`src/rtl/rv32_mem_subword_bridge_pkg.sv`:
```
// Shared types for the RV32I sub-word memory bridge: access size, exception mask
// and the bridge controller state encoding.
package rv32_mem_subword_bridge_pkg;

    typedef enum logic [1:0] {
        MEM_ACCESS_BYTE = 2'd0,
        MEM_ACCESS_HALF = 2'd1,
        MEM_ACCESS_WORD = 2'd2
    } mem_access_t;

    typedef logic [1:0] mem_exception_mask_t;

    localparam int unsigned MEM_EXCEPTION_ADDR_MISALIGNED = 0;
    localparam int unsigned MEM_EXCEPTION_ADDR_OOB        = 1;

    typedef enum logic [2:0] {
        S_IDLE,
        S_RD,
        S_CAP,
        S_WR,
        S_RESP
    } bridge_state_t;

endpackage

```
`src/rtl/mem_lane_align.sv`:
```
// Little-endian lane handling for word-wide memories: load extract/extend and
// store lane merge, keyed by the low address bits and the access size.
module mem_lane_align
    import rv32_mem_subword_bridge_pkg::*;
(
    input  logic [1:0]  addr_lo,
    input  mem_access_t access,
    input  logic        is_unsigned,
    input  logic [31:0] rd_word,
    input  logic [31:0] wr_data,
    output logic [31:0] load_data,
    output logic [31:0] merged_word
);

    logic [7:0]  byte_lane;
    logic [15:0] half_lane;

    always_comb begin
        byte_lane   = rd_word[{addr_lo, 3'b000} +: 8];
        half_lane   = addr_lo[1] ? rd_word[31:16] : rd_word[15:0];
        load_data   = rd_word;
        merged_word = wr_data;
        case (access)
            MEM_ACCESS_BYTE: begin
                load_data = is_unsigned ? {24'b0, byte_lane} : {{24{byte_lane[7]}}, byte_lane};
                merged_word = rd_word;
                merged_word[{addr_lo, 3'b000} +: 8] = wr_data[7:0];
            end
            MEM_ACCESS_HALF: begin
                load_data = is_unsigned ? {16'b0, half_lane} : {{16{half_lane[15]}}, half_lane};
                merged_word = rd_word;
                if (addr_lo[1]) begin
                    merged_word[31:16] = wr_data[15:0];
                end else begin
                    merged_word[15:0] = wr_data[15:0];
                end
            end
            default: begin
                load_data   = rd_word;
                merged_word = wr_data;
            end
        endcase
    end

endmodule

```
`src/rtl/rv32_mem_subword_bridge.sv`:
```
// Bridges the core's byte/half/word memory port onto a word-only synchronous RAM,
// doing sub-word stores as read-modify-write and rejecting faulting addresses.
//
// state  | meaning
// S_IDLE | ready for a request; faults are decided here
// S_RD   | RAM word address presented for read
// S_CAP  | RAM read data valid; extract load lane or build merged store word
// S_WR   | single-cycle RAM write strobe
// S_RESP | core_done pulse with data/exception
module rv32_mem_subword_bridge
    import rv32_mem_subword_bridge_pkg::*;
#(
    parameter logic [31:0] BASE_ADDR   = 32'h1000_0000,
    parameter int          DEPTH_WORDS = 1024,
    localparam int         ADDR_W      = $clog2(DEPTH_WORDS)
) (
    input  logic                clk,
    input  logic                rst,
    input  logic                core_req,
    output logic                core_ready,
    input  logic [31:0]         core_addr,
    input  logic                core_wr_ena,
    input  logic [31:0]         core_wr_data,
    input  mem_access_t         core_access,
    input  logic                core_unsigned,
    output logic [31:0]         core_rd_data,
    output logic                core_done,
    output mem_exception_mask_t core_exception,
    output logic [ADDR_W-1:0]   ram_addr,
    input  logic [31:0]         ram_rd_data,
    output logic [31:0]         ram_wr_data,
    output logic                ram_wr_ena
);

    localparam logic [32:0] SPAN_BYTES = 33'(DEPTH_WORDS) * 33'd4;

    bridge_state_t       state_q, state_d;
    logic [1:0]          addr_lo_q, addr_lo_d;
    mem_access_t         access_q, access_d;
    logic                wr_ena_q, wr_ena_d;
    logic [31:0]         wr_data_q, wr_data_d;
    logic                unsigned_q, unsigned_d;
    logic [31:0]         rd_data_q, rd_data_d;
    mem_exception_mask_t exc_q, exc_d;
    logic [ADDR_W-1:0]   ram_addr_q, ram_addr_d;
    logic [31:0]         ram_wr_data_q, ram_wr_data_d;

    logic [31:0] offset;
    logic        misaligned;
    logic        oob;
    logic [31:0] load_data;
    logic [31:0] merged_word;

    mem_lane_align u_lane_align (
        .addr_lo     (addr_lo_q),
        .access      (access_q),
        .is_unsigned (unsigned_q),
        .rd_word     (ram_rd_data),
        .wr_data     (wr_data_q),
        .load_data   (load_data),
        .merged_word (merged_word)
    );

    always_comb begin
        offset = core_addr - BASE_ADDR;
        oob    = ({1'b0, offset} >= SPAN_BYTES);
        case (core_access)
            MEM_ACCESS_BYTE: misaligned = 1'b0;
            MEM_ACCESS_HALF: misaligned = core_addr[0];
            MEM_ACCESS_WORD: misaligned = (core_addr[1:0] != 2'b00);
            default:         misaligned = 1'b1;
        endcase
    end

    always_comb begin
        state_d       = state_q;
        addr_lo_d     = addr_lo_q;
        access_d      = access_q;
        wr_ena_d      = wr_ena_q;
        wr_data_d     = wr_data_q;
        unsigned_d    = unsigned_q;
        rd_data_d     = rd_data_q;
        exc_d         = exc_q;
        ram_addr_d    = ram_addr_q;
        ram_wr_data_d = ram_wr_data_q;
        case (state_q)
            S_IDLE: begin
                if (core_req) begin
                    addr_lo_d  = core_addr[1:0];
                    access_d   = core_access;
                    wr_ena_d   = core_wr_ena;
                    wr_data_d  = core_wr_data;
                    unsigned_d = core_unsigned;
                    if (misaligned || oob) begin
                        // Response fields only change on entry to S_RESP so they hold between strobes.
                        rd_data_d = '0;
                        exc_d     = '0;
                        exc_d[MEM_EXCEPTION_ADDR_MISALIGNED] = misaligned;
                        exc_d[MEM_EXCEPTION_ADDR_OOB]        = oob;
                        state_d   = S_RESP;
                    end else begin
                        ram_addr_d = offset[ADDR_W+1:2];
                        if (core_wr_ena && core_access == MEM_ACCESS_WORD) begin
                            ram_wr_data_d = core_wr_data;
                            state_d       = S_WR;
                        end else begin
                            state_d = S_RD;
                        end
                    end
                end
            end
            S_RD: state_d = S_CAP;
            S_CAP: begin
                if (wr_ena_q) begin
                    ram_wr_data_d = merged_word;
                    state_d       = S_WR;
                end else begin
                    rd_data_d = load_data;
                    exc_d     = '0;
                    state_d   = S_RESP;
                end
            end
            S_WR: begin
                rd_data_d = '0;
                exc_d     = '0;
                state_d   = S_RESP;
            end
            S_RESP:  state_d = S_IDLE;
            default: state_d = S_IDLE;
        endcase
    end

    always_ff @(posedge clk or negedge rst) begin
        if (!rst) begin
            state_q       <= S_IDLE;
            addr_lo_q     <= '0;
            access_q      <= MEM_ACCESS_BYTE;
            wr_ena_q      <= 1'b0;
            wr_data_q     <= '0;
            unsigned_q    <= 1'b0;
            rd_data_q     <= '0;
            exc_q         <= '0;
            ram_addr_q    <= '0;
            ram_wr_data_q <= '0;
        end else begin
            state_q       <= state_d;
            addr_lo_q     <= addr_lo_d;
            access_q      <= access_d;
            wr_ena_q      <= wr_ena_d;
            wr_data_q     <= wr_data_d;
            unsigned_q    <= unsigned_d;
            rd_data_q     <= rd_data_d;
            exc_q         <= exc_d;
            ram_addr_q    <= ram_addr_d;
            ram_wr_data_q <= ram_wr_data_d;
        end
    end

    assign core_ready     = (state_q == S_IDLE);
    assign core_done      = (state_q == S_RESP);
    assign ram_wr_ena     = (state_q == S_WR);
    assign core_rd_data   = rd_data_q;
    assign core_exception = exc_q;
    assign ram_addr       = ram_addr_q;
    assign ram_wr_data    = ram_wr_data_q;

endmodule
```
`config.mk`:
```
export PLATFORM = sky130hd
export DESIGN_NAME = rv32_mem_subword_bridge
export DESIGN_NICKNAME = d
export VERILOG_FILES = /design/src/rtl/rv32_mem_subword_bridge_pkg.sv /design/src/rtl/mem_lane_align.sv /design/src/rtl/rv32_mem_subword_bridge.sv
export SDC_FILE = /design/constraint.sdc
export NUM_CORES = 1
export LEC_CHECK = 0
export CORE_AREA = 2 2 127 105
export DETAILED_ROUTE_END_ITERATION = 7
export DIE_AREA = 0 0 129 107
export DONT_BUFFER_PORTS = 1
export GPL_TIMING_DRIVEN = 0
export SETUP_SLACK_MARGIN = 0.2
export SYNTH_ARGS = -nofsm -noshare
export SYNTH_HDL_FRONTEND = slang
export SYNTH_SLANG_ARGS = --single-unit
```
`constraint.sdc`:
```
create_clock -name clk -period 7.05 [get_ports clk]
set_input_delay 0.705 -clock clk [delete_from_list [all_inputs] [get_ports clk]]
set_output_delay 0.705 -clock clk [all_outputs]
set_load 0.01 [all_outputs]
```
==> Word level (Yosys, flattened, before mapping) <==
Cells that the tools add are included.
{ "totals": {"output_inout_bits": 79, "inputBits": 103, "regBits": 117, "elab_cells": 69} }
{ "classes": {"n_bitwise": 1, "shifts": 3, "n_addsub": 2, "order_cmp": 1, "eq_ne": 13, "reduce_logical": 12, "muxes": 27} }
{ "ops": {"columns": ["operator", "count"], "rows": [
  ["$mux 32", 9],
  ["$pmux 32 s2", 3],
  ["$pmux 32 s3", 1],
  ["$mux 16", 3],
  ["$bwmux 32", 1],
  ["$ge 32x13->1 const B", 1],
  ["$shift 8x7->32 const A", 1],
  ["$shiftx 32x6->8", 1],
  ["$shiftx 8x7->32", 1],
  ["$sub 32x29->32 const B", 1],
  ["$pmux 3 s4", 1],
  ["$mux 3", 3],
  ["$mux 2", 4],
  ["$ne 2x2->1 const B", 4],
  ["$neg 5->7", 1],
  ["$eq 3x2->1 const B", 2],
  ["$pmux 2 s3", 1],
  ["$reduce_and 5->1", 1],
  ["$eq 2x1->1 const B", 2],
  ["$logic_not 2->1", 2],
  ["$ne 2x1->1 const B", 2],
  ["$reduce_and 4->1", 1],
  ["$reduce_bool 2->1", 2],
  ["$eq 3x1->1 const B", 1],
  ["other kinds (10)", 10]
]} }

==> Depth between registers and ports, before layout <==
{ "depth": {"depth_word": 6, "ltp_mapped": 10, "ltp_nobuf": 7} }

==> Cells and area by module <==
Synthesis repeated with hierarchy kept, for this count alone.
{ "hier_totals": {"cells_unflattened": 684, "area_unflattened_um2": 6641.4} }
{ "by_module_without_submodules": {"columns": ["mod", "seq_area_each_um2", "area_per_inst_um2", "cells_per_inst", "n_inst"], "rows": [
  ["rv32_mem_subword_bridge", 2927.8, 5018.6, 431, 1],
  ["mem_lane_align", 0.0, 1622.8, 253, 1]
]} }

==> Least setup slack after synthesis <==
Ideal clock, no wire load.
{ "synth_path": {"path_type": "register to register", "start": "register addr_lo_q[1]", "end": "register ram_wr_data_q[10], in the netlist ram_wr_data[10]", "stages_incl_launch_ff": 10, "n_path_buf": 2, "slack_ps": 4513, "t_arrival_ps": 2412, "synth_period_minus_slack_ps": 2537, "required_time_ps": 6925, "path_cell_list": "dfrtp_1 -> clkbuf_1 -> clkinv_1 -> ha_1 -> nor2b_1 -> and3_1 -> buf_1 -> a222oi_1 -> a21oi_1 -> mux2_4"} }
{ "synth_between": {"elab_chain_len": 6} }
{ "synth_lines": {"columns": ["item", "line", "source"], "rows": [
  ["from (decl)", "rv32_mem_subword_bridge.sv:38", "logic [1:0] addr_lo_q, addr_lo_d;"],
  ["from (signal assigned)", "rv32_mem_subword_bridge.sv:147", "addr_lo_q <= addr_lo_d;"],
  ["$neg 5->7", "mem_lane_align.sv:27", "merged_word[{addr_lo, 3'b000} +: 8] = wr_data[7:0];"],
  ["$shiftx 8x7->32 or $shift 8x7->32 (tied branches)", "mem_lane_align.sv:27", null],
  ["$bwmux 32", "mem_lane_align.sv:27", null],
  ["$pmux 32 s2 *", "mem_lane_align.sv:23", "case (access)"],
  ["$mux 32 *", "rv32_mem_subword_bridge.sv:114", "if (wr_ena_q) begin"],
  ["$pmux 32 s2 *", "rv32_mem_subword_bridge.sv:86", "case (state_q)"],
  ["to (signal assigned)", "rv32_mem_subword_bridge.sv:155", "ram_wr_data_q <= ram_wr_data_d;"],
  ["to (decl)", "rv32_mem_subword_bridge.sv:46", "logic [31:0] ram_wr_data_q, ram_wr_data_d;"]
]} }
Mark *: on every way between the ends. The rest lies on a longest branch, timed or not. The select of a mux whose other input is x is not followed.
A chain may end at the register's enable or synchronous reset.

==> Final worst setup path <==
{ "layout_path": {"start": "register addr_lo_q[1]", "end": "register ram_wr_data_q[2], in the netlist ram_wr_data[2]"} }
The elaborated chain is that of the path after synthesis.

==> results.yml <==
outcome:
  status: "finished, final reports clean"
sta:
  final_max_slew_viol_count: 0
  worstMarginPinSlew_ps: 1060
  setup_viol: 0
  rsz0062_at_grt: "no"
  hold_viol: 0
  maxSlewHeadroom: 0.285
  setup_tns_ps: 0
  skew_ps: 6.78
  period_needed_ps: 3260
  post-route-period-util: 0.462
  max_freq_mhz: 307
  finalWorstSetupSlack_ps: 3790
power_and_ir_drop:
  peakVddDrop_mv: 0.194
  p_leak_uw: 0.00313
  pwr_density_cell_nw_per_um2: 292
  p_total_uw: 2040
setup_path:
  worstSetupPathType: "reg2reg"
  slowest_stage: "nor3_1"
  crit_top_cell: "nor3_1"
  cp_cell_sequence: "clkbuf_1 -> clkinv_1 -> ha_1 -> nor2b_1 -> nor3_1 -> a221oi_1 -> nor3_1 -> a22o_1"
  cp.arrival_ps: 3620
  slowest_delay_ps: 740
  cp.required_ps: 7410
  rrSetupSlack_ps: 3790
  cp-end-kind: "register"
  start_kind: "register"
  cp_max_fo: 12
grt:
  grt_pass1_vias: 5287
  grt_pass1_wl_um: 31100
  gr-total-overflow: 0
  grt_antenna_before_repair: 0
  track_usage: 0.306
  grt_max_degree: 118
die:
  ioPinCount: 182
  die_h_um: 107
  die_w_um: 129
  die-area_um2: 13800
  core_area_um2: 12500
  std_cell_rows: 37
  initial_utilization: 0.489
placed_design:
  placed_cell_area_um2: 6360
  numPortBuffers: 0
  gp_congestion: 0.914
  dp_hpwl_um: 15000
  dp_cells: 825
  place_ws_ps: 3930
synthesis:
  avgSynthCellArea_um2: 9.45
  syn_inst: 650
  synth_cell_types: 51
  syn-num-nets: 758
  synthesis.area_um2: 6140
  ys_warn_count: 0
  yosysSeqAreaShare: 0.477
  synth_seq_cells: 117
detailed_routing:
  ant_nets: 0
  wirelength_um: 20400
  drt-initial-drc-count: 648
  drcViolationCount: 0
  vias: 5364
  via_per_inst: 6.25
  wl_per_cell_um: 23.8
  firstDrtPassIters: 8
layout:
  design_area_um2: 6990
  diodes: 0
  synthToLayoutAreaGrowth_pct: 13.9
  final_net_count: 778
  drive_gt1_frac: 0.122
  fin_cells: 858
clock_tree:
  cts_buffers: 17
  clock_latency_ps: 430
  cts_tree: "done"
  htree_levels: 4
  path_clk_slew_ps: 50
  root_buffer: "clkbuf_16"
  postCtsSetupRepairBufs: 0
  clock_path_buffers: 2
  clock_sinks: 117
worst_hold_path:
  hold_path_class: "in2async"
job:
  maxCapViolCount: 0
## layer usage
metal  track usage  vias to the layer above  share of wire
li1              -                     2381              -
met1         0.404                     2579           0.40
met2         0.450                      349           0.44
met3         0.118                       55           0.13
met4         0.128                        0          0.036
met5             0                        -              0
## cells in the mapped netlist (all sizes together)
| master | number | share of area |
|---|---|---|
| a22o | 13 | 0.019 |
| mux2 | 28 | 0.060 |
| nor4b | 1 | 0.0014 |
| o31ai | 1 | 0.0035 |
| a22oi | 2 | 0.0024 |
| a31o | 1 | 0.0014 |
| or3 | 1 | 0.0018 |
| nand2b | 3 | 0.0043 |
| a211oi | 2 | 0.0024 |
| a32o | 8 | 0.013 |
| and2 | 5 | 0.0055 |
| inv | 15 | 0.0096 |
| o21ai | 21 | 0.019 |
| a221oi | 23 | 0.033 |
| dfrtp | 117 | 0.48 |
| o31a | 7 | 0.010 |
| ha | 5 | 0.010 |
| or4b | 1 | 0.0016 |
| nor2 | 59 | 0.037 |
| mux2i | 2 | 0.0033 |
| nor3 | 14 | 0.011 |
| a222oi | 8 | 0.013 |
| o211ai | 7 | 0.0086 |
| nand2 | 165 | 0.10 |
| a311o | 1 | 0.0016 |
| nor2b | 9 | 0.0092 |
| nand4 | 1 | 0.0010 |
| a31oi | 8 | 0.0082 |
| clkbuf | 26 | 0.016 |
| nor4 | 4 | 0.0041 |
| or2 | 1 | 0.0010 |
| nor4bb | 1 | 0.0016 |
| nand4b | 1 | 0.0039 |
| a221o | 8 | 0.013 |
| and3 | 1 | 0.0010 |
| o2bb2ai | 29 | 0.041 |
| o221ai | 2 | 0.0029 |
| nor3b | 3 | 0.0037 |
| buf | 19 | 0.021 |
| a21oi | 25 | 0.020 |
| clkinv | 1 | 0.00061 |
| o22ai | 1 | 0.0010 |
## area by class of cell
class / instances / area, um^2
clock inverters: 8 / 95.1
inverters: 16 / 62.6
repair buffers: 1 / 27.5
plain buffers: 45 / 226
multi-input cells: 472 / 2920
clock buffers: 24 / 512
fillers: 1146 / 5550
well taps: 175 / 219
flip-flops and latches: 117 / 2930
## kinds of logic after synthesis
group	Yosys count	synth area share
flops	117	0.477
simple gates	270	0.190
fa+ha+maj	5	0.0102
mux	30	0.0632
compound gates	167	0.213
buf+inv	61	0.0471
## sequential cells by signal, summed over array words and instances (netlist names)
signal          flops
access_q            2
addr_lo_q           2
core_exception      2
core_rd_data       32
ram_addr           10
ram_wr_data        32
state_q             3
unsigned_q          1
wr_data_q          32
wr_ena_q            1
## path summary, 6_finish.rpt
check / start / end / cells after the start
worst max-delay path: addr_lo_q[1] / ram_wr_data[2] / 8
max in group asynchronous: rst / core_rd_data[30] / 1
min in group clk: core_wr_data[18] / wr_data_q[18] / 2
worst min-delay path: rst / wr_data_q[27] / 1
worst max register to register: addr_lo_q[1] / ram_wr_data[2] / 8
worst min register to register: wr_data_q[21] / wr_data_q[21] / 2
## power breakdown
part	internal, uW	switching, uW
combinational	129	183
clock	573	312
sequential	750	92.8
## critical path, delay by kind of cell (launching register included)
kind	cells	cell delay, ps
and+or+nand+nor	3	1190
AOI/OAI and AO/OA	2	370
adders and majority gates	1	340
DFF	1	440
buffers and inverters	2	850
## cell usage in the layout, fill, tap and decap left out, types with 4 or more instances in the layout
| master | count |
|---|---|
| nand2_1 | 165 |
| dfrtp_1 | 117 |
| nor2_1 | 58 |
| o2bb2ai_1 | 29 |
| clkbuf_1 | 27 |
| a21oi_1 | 25 |
| a221oi_1 | 23 |
| o21ai_0 | 20 |
| clkbuf_16 | 17 |
| inv_1 | 14 |
| nor3_1 | 14 |
| mux2_2 | 14 |
| mux2_4 | 14 |
| a22o_1 | 13 |
| nor2b_1 | 9 |
| a31oi_1 | 8 |
| a221o_1 | 8 |
| a32o_1 | 8 |
| a222oi_1 | 8 |
| o211ai_1 | 7 |
| o31a_1 | 7 |
| buf_1 | 6 |
| clkbuf_8 | 6 |
| buf_6 | 5 |
| ha_1 | 5 |
| buf_4 | 4 |
| and2_1 | 4 |
| nor4_1 | 4 |
| buf_2 | 4 |
| clkinv_2 | 4 |
## timing repair
action,4_1_cts,5_1_grt
endpoints found under the hold margin,117,0
hold buffers,1,0
resized for setup,0,0
## per-stage QoR
step | utilization | hold slack [ps]
6_report | 0.557 | 223
5_1_grt | 0.557 | 278
4_1_cts | 0.557 | 275
3_5_place_dp | 0.507 | 412
3_3_place_gp | 0.507 | 412
2_1_floorplan | - | 409
Note: power is estimated with default switching activity, not from simulation.
